### src/rtl/rsa_modinv_seq_if.sv
// Handshake bundle for rsa_modinv_seq.
// The requester (master) drives start/e/phi; the engine (slave) returns
// busy/done/err/d and a debug view of its FSM state.
// With RSA_MODINV_CYCLES_EN defined, the bundle also carries the cycles count.
//
// Handshake: start is a request strobe sampled only while the engine is idle
// (busy=0 and done=0); e and phi are captured on that same edge. The
// operation ends with a one-cycle done pulse; err and d are valid from done
// and stay stable until the next accepted start.
interface rsa_modinv_seq_if #(
    parameter int WIDTH = 8
);
    logic             start;
    logic [WIDTH-1:0] e;
    logic [WIDTH-1:0] phi;
    logic             busy;
    logic             done;
    logic             err;
    logic [WIDTH-1:0] d;
    logic [1:0]       state;
`ifdef RSA_MODINV_CYCLES_EN
    logic [15:0]      cycles;
`endif

    modport master (
        output start, e, phi,
        input  busy, done, err, d, state
`ifdef RSA_MODINV_CYCLES_EN
        , input cycles
`endif
    );

    modport slave (
        input  start, e, phi,
        output busy, done, err, d, state
`ifdef RSA_MODINV_CYCLES_EN
        , output cycles
`endif
    );
endinterface

### src/rtl/rsa_modinv_seq.sv
// rsa_modinv_seq: sequential modular inverse d = e^-1 mod phi.
// First e is reduced modulo phi by repeated subtraction. Then candidates
// cnt = 1, 2, ... are walked, keeping acc == (cnt*e) mod phi with a single
// add/compare per cycle. No divider and no multiplier are used.
// Optional macro RSA_MODINV_CYCLES_EN adds a saturating cycles counter.
module rsa_modinv_seq #(
    parameter int WIDTH = 8
) (
    input logic              clk,
    input logic              rst_n,
    rsa_modinv_seq_if.slave  bus
);
    typedef enum logic [1:0] {
        S_IDLE   = 2'd0,
        S_REDUCE = 2'd1,
        S_SEARCH = 2'd2,
        S_DONE   = 2'd3
    } state_t;

    state_t           r_state;
    state_t           w_next;
    logic [WIDTH-1:0] r_e;
    logic [WIDTH-1:0] r_phi;
    logic [WIDTH-1:0] r_acc;
    logic [WIDTH-1:0] r_cnt;
    logic [WIDTH-1:0] r_d;
    logic             r_err;
    logic [WIDTH:0]   w_sum;
    logic             w_invalid;
    logic             w_busy;
    logic             w_done;

    // The extra sum bit keeps acc+e exact, so the compare against phi is exact.
    assign w_sum     = {1'b0, r_acc} + {1'b0, r_e};
    assign w_invalid = (bus.phi < WIDTH'(2)) || (bus.e == '0);

    // State register.
    always_ff @(posedge clk or negedge rst_n) begin
        if (!rst_n) r_state <= S_IDLE;
        else        r_state <= w_next;
    end

    // Next-state logic.
    always_comb begin
        w_next = r_state;
        case (r_state)
            S_IDLE: begin
                if (bus.start) w_next = w_invalid ? S_DONE : S_REDUCE;
            end
            S_REDUCE: begin
                if (r_e >= r_phi)    w_next = S_REDUCE;
                else if (r_e == '0)  w_next = S_DONE;
                else                 w_next = S_SEARCH;
            end
            S_SEARCH: begin
                if (r_acc == WIDTH'(1) || r_cnt == r_phi - WIDTH'(1)) w_next = S_DONE;
            end
            default: w_next = S_IDLE;
        endcase
    end

    // Status outputs, decoded from the state alone.
    always_comb begin
        w_busy = 1'b0;
        w_done = 1'b0;
        case (r_state)
            S_REDUCE, S_SEARCH: w_busy = 1'b1;
            S_DONE:             w_done = 1'b1;
            default: ;
        endcase
    end

    // Datapath: operand capture, reduction, candidate walk and result.
    always_ff @(posedge clk or negedge rst_n) begin
        if (!rst_n) begin
            r_e   <= '0;
            r_phi <= '0;
            r_acc <= '0;
            r_cnt <= '0;
            r_d   <= '0;
            r_err <= 1'b0;
        end else begin
            case (r_state)
                S_IDLE: begin
                    if (bus.start) begin
                        r_e   <= bus.e;
                        r_phi <= bus.phi;
                        r_d   <= '0;
                        r_err <= w_invalid;
                    end
                end
                S_REDUCE: begin
                    if (r_e >= r_phi) begin
                        r_e <= r_e - r_phi;
                    end else if (r_e == '0) begin
                        r_err <= 1'b1;
                    end else begin
                        r_acc <= r_e;
                        r_cnt <= WIDTH'(1);
                    end
                end
                S_SEARCH: begin
                    if (r_acc == WIDTH'(1)) begin
                        r_d <= r_cnt;
                    end else if (r_cnt == r_phi - WIDTH'(1)) begin
                        // Every candidate tried: gcd(e, phi) != 1.
                        r_err <= 1'b1;
                        r_d   <= '0;
                    end else begin
                        r_acc <= (w_sum >= {1'b0, r_phi}) ? WIDTH'(w_sum - {1'b0, r_phi})
                                                          : w_sum[WIDTH-1:0];
                        r_cnt <= r_cnt + WIDTH'(1);
                    end
                end
                default: ;
            endcase
        end
    end

`ifdef RSA_MODINV_CYCLES_EN
    logic [15:0] r_cycles;

    // Cycle count of the operation; saturates, then holds until the next start.
    always_ff @(posedge clk or negedge rst_n) begin
        if (!rst_n) begin
            r_cycles <= '0;
        end else if (r_state == S_IDLE && bus.start) begin
            r_cycles <= 16'd1;
        end else if ((r_state == S_REDUCE || r_state == S_SEARCH) && r_cycles != 16'hFFFF) begin
            r_cycles <= r_cycles + 16'd1;
        end
    end

    assign bus.cycles = r_cycles;
`endif

    assign bus.busy  = w_busy;
    assign bus.done  = w_done;
    assign bus.err   = r_err;
    assign bus.d     = r_d;
    assign bus.state = r_state;
endmodule

### src/flat_wrapper.sv
// flat-port wrapper written by rule: the top's interface ports become plain ports
module rsa_modinv_seq_flat 
#(
    parameter int WIDTH = 8
)
  (clk, rst_n, bus_start, bus_e, bus_phi, bus_busy, bus_done, bus_err, bus_d, bus_state);
  rsa_modinv_seq_if #(.WIDTH(WIDTH)) bus_i ();
  input logic clk;
  input logic rst_n;
  input wire logic [$bits(bus_i.start)-1:0] bus_start;
  input wire logic [$bits(bus_i.e)-1:0] bus_e;
  input wire logic [$bits(bus_i.phi)-1:0] bus_phi;
  output wire logic [$bits(bus_i.busy)-1:0] bus_busy;
  output wire logic [$bits(bus_i.done)-1:0] bus_done;
  output wire logic [$bits(bus_i.err)-1:0] bus_err;
  output wire logic [$bits(bus_i.d)-1:0] bus_d;
  output wire logic [$bits(bus_i.state)-1:0] bus_state;
  assign bus_i.start = bus_start;
  assign bus_i.e = bus_e;
  assign bus_i.phi = bus_phi;
  assign bus_busy = bus_i.busy;
  assign bus_done = bus_i.done;
  assign bus_err = bus_i.err;
  assign bus_d = bus_i.d;
  assign bus_state = bus_i.state;
  rsa_modinv_seq #(.WIDTH(WIDTH)) u_core (.clk(clk), .rst_n(rst_n), .bus(bus_i));
endmodule
### config.mk
export PLATFORM = sky130hd
export DESIGN_NAME = rsa_modinv_seq_flat
export DESIGN_NICKNAME = d
export VERILOG_FILES = /design/src/rtl/rsa_modinv_seq_if.sv /design/src/rtl/rsa_modinv_seq.sv /design/src/flat_wrapper.sv
export SDC_FILE = /design/constraint.sdc
export NUM_CORES = 1
export LEC_CHECK = 0
export CAP_MARGIN = 0
export CORE_ASPECT_RATIO = 0.75
export CORE_MARGIN = 4
export CORE_UTILIZATION = 61
export DETAILED_ROUTE_END_ITERATION = 12
export PLACE_DENSITY = 0.84
export SLEW_MARGIN = 0
export SYNTH_ARGS = -nofsm -noshare
export SYNTH_HDL_FRONTEND = slang
export SYNTH_SLANG_ARGS = --single-unit
### constraint.sdc
create_clock -name clk -period 4.9 [get_ports clk]
set_input_delay 0.98 -clock clk [delete_from_list [all_inputs] [get_ports clk]]
set_output_delay 0.98 -clock clk [all_outputs]
set_load 0.02 [all_outputs]
== Word level (Yosys, flattened, before mapping) ==
Cells that the tools add are included.
Cells by class
  add/subtract/negate cells: 5
  magnitude comparators: 3
  equal/unequal tests: 15
  mux-type cells: 32
  reductions and logical operators: 16
Operators by type and width (count)
  $mux 8: 14
  $pmux 8 s2: 4
  $logic_not 8->1: 2
  $sub 8x8->8: 2
  $ne 2x2->1 const B: 5
  $add 8x8->9: 1
  $ge 9x8->1: 1
  $add 8x1->8 const B: 1
  $eq 8x1->1 const B: 1
  $eq 8x8->1: 1
  $ge 8x8->1: 1
  $lt 8x2->1 const B: 1
  $mux 1: 8
  $mux 2: 4
  $ne 2x1->1 const B: 4
  $sub 8x1->8 const B: 1
  $pmux 2 s3: 1
  $reduce_and 3->1: 2
  $reduce_and 6->1: 1
  $reduce_bool 2->1: 3
  $reduce_and 5->1: 1
  $eq 2x2->1 const B: 2
  $reduce_and 2->1: 2
  $ne 3x1->1 const B: 1
  6 further kinds: 7
Word-level totals
  register bits: 43
  bits of input ports: 19
  output and inout port bits: 13

== Depth between registers and ports, before layout ==
Gate-level depths: netlist of the first run.
  word-level depth: 6
  mapped depth: 14

== Worst setup path after synthesis of the first run ==
Ideal clock, no wire load.
  kind: flip-flop to flip-flop
  start: register u_core.r_acc[0]
  end: register u_core.r_acc[0]
  library setup time: 0.083 ns
  arrival: 3.108 ns
  data required time: 4.817 ns
  path slack: 1.709 ns
  stages on the path, launching flop included: 15
  path buffers: 0
  path through: dfrtp_1 ha_1 fa_1 a211o_1 o211ai_1 nand2b_1 a21oi_1 xnor2_1 ha_1 nand4_1 nor2_1 nor4_1 nand2_1 mux2_2 o21ai_0
Between the ends
  word-level cells in the longest chain between the ends: 6
  elaborated cells between the ends (all ways): 10
  classes of those cells: add/sub: 2; order compare: 1; eq/ne: 2; mux: 4; reduce/logical: 1
RTL lines
  start, declared: RTL line rsa_modinv_seq.sv:24  | logic [WIDTH-1:0] r_acc;
  start signal, assigned: RTL line rsa_modinv_seq.sv:98  | r_acc <= r_e;
  start signal, assigned: RTL line rsa_modinv_seq.sv:110  | r_acc <= (w_sum >= {1'b0, r_phi}) ? WIDTH'(w_sum - {1'b0, r_phi})
  $add 8x8->9: RTL line rsa_modinv_seq.sv:34  | assign w_sum = {1'b0, r_acc} + {1'b0, r_e};
  $sub 8x8->8 or $ge 9x8->1 (tied branches): RTL line rsa_modinv_seq.sv:110
  $mux 8: RTL line rsa_modinv_seq.sv:110
  $mux 8: RTL line rsa_modinv_seq.sv:105  | end else if (r_cnt == r_phi - WIDTH'(1)) begin
  $mux 8: RTL line rsa_modinv_seq.sv:103  | if (r_acc == WIDTH'(1)) begin
  $pmux 8 s2: RTL line rsa_modinv_seq.sv:83  | case (r_state)
Several ways; a longest one is shown, not always the timed one. The select of a mux whose other input is x is not followed.
A chain may end at the register's enable or synchronous reset.

== Final worst setup path of the first run ==
  start: register u_core.r_phi[2]
  end: register u_core.r_acc[2]
Between the ends
  word-level cells in the longest chain between the ends: 5
  elaborated cells between the ends (all ways): 12
  classes of those cells: add/sub: 2; order compare: 2; eq/ne: 3; mux: 4; reduce/logical: 1
RTL lines
  start, declared: RTL line rsa_modinv_seq.sv:23  | logic [WIDTH-1:0] r_phi;
  start signal, assigned: RTL line rsa_modinv_seq.sv:87  | r_phi <= bus.phi;
  parallel branches: the longest is 5 deep, another holds $sub 8x1->8
Parallel ways; which one is timed is not known. The select of a mux whose other input is x is not followed.

==> results.cfg, run 1 <==
[global_route]
grt-ovfl-total = 0
grt_max_degree = 44
grt_pass1_vias = 2839
grt_first_pass_wirelength_um = 14200
antenna_found_initial = 0
grt_usage_pct = 26.6

[detailed_routing]
routed_via_density = 6.37
wl_per_cell_um = 18.1
drt_wl_total_um = 8560
drtPass1Iterations = 5
ant_nets = 0
drt_iter0_markers = 261
vias = 3011
drc = 0

[timing]
period_needed_ns = 3.83
finalSetupTns_ns = 0
maxSlewViolCount = 0
finClkSkew_ns = 0.0120
worst_slew_pin_slew_ns = 0.970
final_hold_viol_count = 0
grt_setup_unrepaired = false
slew_headroom_pct = 35.4
fin_crit_sh_pct = 78.1
max_freq_mhz = 261
worst_slack_ns = 1.07
setup_viol = 0

[power]
peakVddDrop_uv = 159
leakage_nw = 1.84
switchingPower_uw = 136
powerDensity_mw_per_mm2 = 182
p_seq_share_pct = 50.1
clkPwrFrac_pct = 46.5
combPwrFrac_pct = 3.4
switching_share_pct = 19.2
intPower_uw = 571
p_total_uw = 707

[logic_synthesis]
synth_compound_area_share_pct = 21.5
syn_avg_cell_area_um2 = 9.24
ys.flop_type = dfrtp_1
synth.distinct_cells = 52
synth_seq_cells = 43
synth_top_family_by_area = compound AO/OA/AOI/OAI gates
synth_top_area_share_pct = 31.8
synth_area_mm2 = 0.00338
synth.most_common_cell = dfrtp_1
yosys.area_share.simple_pct = 17.0
ys_top_cells_by_area = dfrtp_1, ha_1, mux2i_1, xnor2_1, mux2_2
yosysTopAreaCell = dfrtp_1
synth_edf_count = 0
muxShareOfSynthArea_pct = 8.06
yosysSeqAreaShare_pct = 31.8
synth_common_cells = dfrtp_1, ha_1, nor2_1
synthCells = 366
synth_fa_ha_area_share_pct = 12.9
yosysWarnings = 0
synth_xor_area_share_pct = 5.44
async_flop_share_pct = 100
synth_fp_nets = 418

[setup_path]
crit_path_start = u_core.r_phi[2]$_DFFE_PN0P_
crit_chain = inv_1 > ha_1 > nor2b_4 > o31a_1 > o311a_1 > o41a_1 > a2111oi_4 > nand2_1 > o21ai_0
r2r_start = u_core.r_phi[2]$_DFFE_PN0P_
arrival_ns = 4.03
critPathRequiredTime_ns = 5.11
crit_type = flip-flop to flip-flop
crit_fanout = 14
start_kind = flip-flop
slowest_stage = a2111oi_4
cp_num_buf_inv = 1
max_stage_delay_ns = 0.91
worstSetupEndpointType = flip-flop
cp_top_family = compound AO/OA/AOI/OAI gates

[clock_network]
clk_pin_slew_ns = 0.08
worst_skew_pair.late_latency_ns = 0.30
max-clock-path-buffers = 2
cts_tree = done
cts_hold_buffers = 0
cts_sinks = 43
cts_root_buf = clkbuf_8
numCtsBuffers = 5
cts_setup_buffers = 0
postCtsResizedCells = 0
h-tree-depth = 2

[floorplan]
ios = 32
die_y_um = 72.5
rows = 23
start_util_pct = 63.2
core-area_mm2 = 0.00535
die-area_mm2 = 0.00681
die_w_um = 94.0

[place]
gp_congestion = 0.943
io_buffers = 31
dp_slack_ns = 1.11
dp.final_hpwl_um = 6670

[layout]
area_growth_syn_to_layout_pct = 14.8
drive_gt1_share_pct = 5.78
multiInputGateArea_mm2 = 0.00219
seqCellArea_mm2 = 0.00108
antenna_cells = 0
n_fill_cell = 414
finalNetCount = 449

[worst_hold_path]
hold_class = flip-flop to flip-flop
hold_start = u_core.bus.d[4]$_DFFE_PN0P_

[status]
status = finished clean

[flow_run]
drv_cap = 0
-- placed cells by master (no fill, tap or decap), drive strengths merged, types with 2 or more instances in the layout --
| master | count |
|---|---|
| xnor2 | 14 |
| nor4 | 4 |
| nand3 | 9 |
| nand2 | 19 |
| a22o | 8 |
| o21a | 7 |
| bufinv | 2 |
| fa | 3 |
| a21o | 7 |
| ha | 30 |
| or3 | 3 |
| a21oi | 20 |
| o2111ai | 2 |
| buf | 2 |
| a31oi | 7 |
| a211oi | 3 |
| o21ai | 22 |
| xor2 | 7 |
| dfrtp | 43 |
| nor3 | 11 |
| mux2 | 10 |
| mux2i | 16 |
| nor2 | 29 |
| nor2b | 12 |
| a41oi | 3 |
| nand4 | 8 |
| a211o | 2 |
| o31a | 3 |
| o41ai | 2 |
| or4 | 4 |
| o31ai | 4 |
| clkdlybuf4s50 | 30 |
| clkbuf | 6 |
| inv | 20 |
| nand2b | 3 |
| o21bai | 4 |
| o211ai | 4 |
-- flip-flops by register name, summed over array words and instances, names as in the netlist --
signal	flops
u_core.bus.d	8
u_core.r_acc	8
u_core.r_cnt	8
u_core.r_e	8
u_core.r_phi	8
u_core.bus.state	2
u_core.bus.err	1
-- kinds of logic after synthesis --
kind of cell | after synthesis
flip-flops | 43
adder cells (fa/ha/maj) | 33
XOR/XNOR | 21
multiplexers | 26
AND/OR/NAND/NOR | 111
AO/OA/AOI/OAI | 104
buffers and inverters | 28
-- power groups by stage --
stage / clock network (mW) / logic (mW) / registers [mW]
2_1_floorplan: 0 / 0.000659 / 0.362
3_3_place_gp: 0 / 0.0243 / 0.362
3_5_place_dp: 0 / 0.0244 / 0.362
4_1_cts: 0.331 / 0.0244 / 0.354
5_1_grt: 0.343 / 0.0261 / 0.355
6_report: 0.329 / 0.0239 / 0.354
-- final cells by class --
type | count | share of cell area [%]
clock buffer | 6 | 1.87
timing repair buffer | 32 | 8.05
sequential | 43 | 27.7
tap | 75 | 2.42
clock inverter | 2 | 1.55
inverter | 20 | 1.93
multi-input combinational | 295 | 56.5
-- per-layer routing --
| layer | share of wire [%] | global-route usage (%) |
|---|---|---|
| met1 | 46 | 39.3 |
| met2 | 44 | 42.1 |
| met3 | 8.3 | 4.66 |
| met4 | 0.82 | 3.53 |
| met5 | 0 | 0 |
-- final timing paths --
check	end	depth (start not counted)	slack (ns)
worst max-delay path	u_core.r_acc[2]$_DFFE_PN0P_	9	1.07
worst min-delay path	u_core.bus.d[4]$_DFFE_PN0P_	1	0.51
worst max register to register	u_core.r_acc[2]$_DFFE_PN0P_	9	1.07
worst min register to register	u_core.bus.d[4]$_DFFE_PN0P_	1	0.51
max in group asynchronous	u_core.r_e[6]$_DFFE_PN0P_	1	3.47
min in group asynchronous	u_core.bus.d[3]$_DFFE_PN0P_	1	0.84
-- through the flow --
step           instances  utilization, %  area (µm²)  hold slack [ns]
4_1_cts              473            72.6        3880            0.507
3_5_place_dp         465            70.1        3750            0.488
2_1_floorplan        366               -        3380            0.488
5_1_grt              473            72.6        3880            0.524
3_3_place_gp         465            70.1        3750            0.484
6_report             473            72.6        3880            0.508
No activity file was read; power rests on OpenSTA's default activity.
==> run 2: changes to the inputs <==
--- a/config.mk
+++ b/config.mk
@@ -8,9 +8,9 @@
 export CAP_MARGIN = 0
 export CORE_ASPECT_RATIO = 0.75
 export CORE_MARGIN = 4
-export CORE_UTILIZATION = 61
+export CORE_UTILIZATION = 58
 export DETAILED_ROUTE_END_ITERATION = 12
-export PLACE_DENSITY = 0.84
+export PLACE_DENSITY = 0.81
 export SLEW_MARGIN = 0
 export SYNTH_ARGS = -nofsm -noshare
 export SYNTH_HDL_FRONTEND = slang
==> constraint.sdc (replaced) <==
create_clock -name clk -period 3.8 [get_ports clk]
set_input_delay 0.76 -clock clk [delete_from_list [all_inputs] [get_ports clk]]
set_output_delay 0.76 -clock clk [all_outputs]
set_load 0.02 [all_outputs]
==> run 2 against run 1 <==
Total power up 22%. First-iteration DRC count up 29%. Worst setup slack worse by 0.79 ns. Combinational power is 31% higher. Wire length is 3.4% higher. Final cell count grew 0.63%. Hold slack got worse by 0.0038 ns. Sequential share of layout area about the same. Global-route usage decreased by 0.074 points. Maximum frequency grew 8.8%. Critical path type unchanged. Clock power is 13% higher. Critical endpoint is now u_core.r_acc[0]$_DFFE_PN0P_. Clock skew shrank 0.0034 ns.
==> results.cfg, run 2 (synthesized netlist as in run 1, its figures left out) <==
[status]
status = finished clean

[layout]
finalNetCount = 452
layout_common_cells = dfrtp_1, ha_1, clkdlybuf4s50_1, nor2_1, o21ai_0
instances_no_fill = 476
area_growth_syn_to_layout_pct = 15.0
drive_gt1_share_pct = 6.98
final_common_cell = dfrtp_1
antenna_cells = 0

[setup_path]
arrival_ns = 3.75
crit_type = flip-flop to flip-flop
start_kind = flip-flop
r2r_cells = 13
r2r-end = u_core.r_acc[0]$_DFFE_PN0P_
regToRegSetupSlack_ns = 0.28
worstSetupEndpointType = flip-flop
r2r_start = u_core.r_acc[0]$_DFFE_PN0P_
critPathRequiredTime_ns = 4.03
crit_fanout = 7

[detailed_routing]
wl_per_cell_um = 18.6
drt_wl_total_um = 8850
wl_met3_um = 826
routed_via_density = 6.41
drtPass1Iterations = 6
routed.top_layer = met4
drt_iter0_markers = 337
drc = 0
ant_nets = 0
vias = 3052
dr_wl_met2_um = 3620
m1WireLength_um = 4340

[clock_network]
cts_root_buf = clkbuf_8
clk_pin_slew_ns = 0.09
cts_sinks = 43
h-tree-depth = 2
numCtsBuffers = 5
cts_setup_buffers = 0
worst_skew_pair.late_latency_ns = 0.31
cts_tree = done
max-clock-path-buffers = 2

[global_route]
grt_usage_pct = 26.5
grt_pass1_vias = 2883
grt_max_degree = 44
grt_first_pass_wirelength_um = 14600
grt-ovfl-total = 0
antenna_found_initial = 0

[timing]
fin_crit_sh_pct = 92.6
finClkSkew_ns = 0.00855
finalSetupTns_ns = 0
worst_slew_pin_slew_ns = 1.01
maxSlewViolCount = 0
period_needed_ns = 3.52
slew_headroom_pct = 32.8
final_hold_viol_count = 0
grt_setup_unrepaired = false
setup_viol = 0
max_freq_mhz = 284

[floorplan]
start_util_pct = 61.6
die_w_um = 96.2
core-area_mm2 = 0.00550
die_y_um = 74.1
rows = 23
ios = 32
die-area_mm2 = 0.00713

[worst_hold_path]
hold_start = u_core.bus.d[5]$_DFFE_PN0P_
hold_class = flip-flop to flip-flop
hold_end = u_core.bus.d[5]$_DFFE_PN0P_
min_delay_path_depth = 1

[power]
peakVddDrop_uv = 134
leakage_nw = 1.84
powerDensity_mw_per_mm2 = 222

[place]
dp_cells = 468
io_buffers = 31
gp_congestion = 0.927
dp.final_hpwl_um = 6650

[flow_run]
drv_cap = 0
run 2: critical path: stages (launching register included):
cell and delay [ns]:
dfrtp_1 0.41, ha_1 0.24, fa_1 0.44, a21o_1 0.18, a21oi_1 0.17, xnor2_1 0.18, ha_1 0.35, a21o_1 0.18
a31oi_1 0.19, a21oi_1 0.12, o21ai_0 0.28, nand2_2 0.23, mux2_2 0.33, o21ai_0 0.14
run 2: layout make-up:
| cell class | instances | area, µm² |
|---|---|---|
| fill | 445 | 1610 |
| multi-input combinational | 295 | 2200 |
| timing repair buffer | 35 | 335 |
| clock inverter | 3 | 43.8 |
| clock buffer | 5 | 68.8 |
| inverter | 20 | 75.1 |
| tap | 75 | 93.8 |
| sequential | 43 | 1080 |
run 2: worst max path at each step:
stage,cells after the start,slack (ns),from,end
after detailed placement,13,0.24,u_core.r_acc[0]$_DFFE_PN0P_,u_core.r_acc[0]$_DFFE_PN0P_
after global placement,14,0.31,u_core.r_acc[0]$_DFFE_PN0P_,u_core.r_acc[0]$_DFFE_PN0P_
after global routing,14,0.06,u_core.r_acc[0]$_DFFE_PN0P_,u_core.r_acc[0]$_DFFE_PN0P_
final,13,0.28,u_core.r_acc[0]$_DFFE_PN0P_,u_core.r_acc[0]$_DFFE_PN0P_
after CTS,13,0.22,u_core.r_acc[0]$_DFFE_PN0P_,u_core.r_acc[0]$_DFFE_PN0P_
after floorplan,14,0.61,u_core.r_acc[0]$_DFFE_PN0P_,u_core.r_acc[0]$_DFFE_PN0P_
run 2: what timing repair did:
action                                  in CTS  in global routing
hold buffers                                 0                  0
endpoints found under the setup margin       0                  1
gates resized for setup                      0                  1
run 2: power breakdown:
part	switching, mW	internal (mW)
Sequential	0	0.457
Combinational	0.0148	0.0164
Clock	0.177	0.196
run 2: through the flow:
step	hold WS [ns]	utilization, %	area (µm²)	setup WS (ns)	total power, mW
6_report	0.504	70.8	3890	0.280	0.862
5_1_grt	0.524	70.8	3890	0.0581	0.887
4_1_cts	0.508	70.7	3890	0.216	0.866
3_5_place_dp	0.483	68.7	3770	0.245	0.498
3_3_place_gp	0.483	68.7	3770	0.308	0.498
2_1_floorplan	0.464	-	3380	0.609	0.467
run 2: routing by layer:
layer | vias to the layer above | GRT usage (%)
li1 | 1438 | -
met1 | 1455 | 42.5
met2 | 152 | 37.9
met3 | 7 | 3.84
met4 | 0 | 4.73
met5 | - | 0
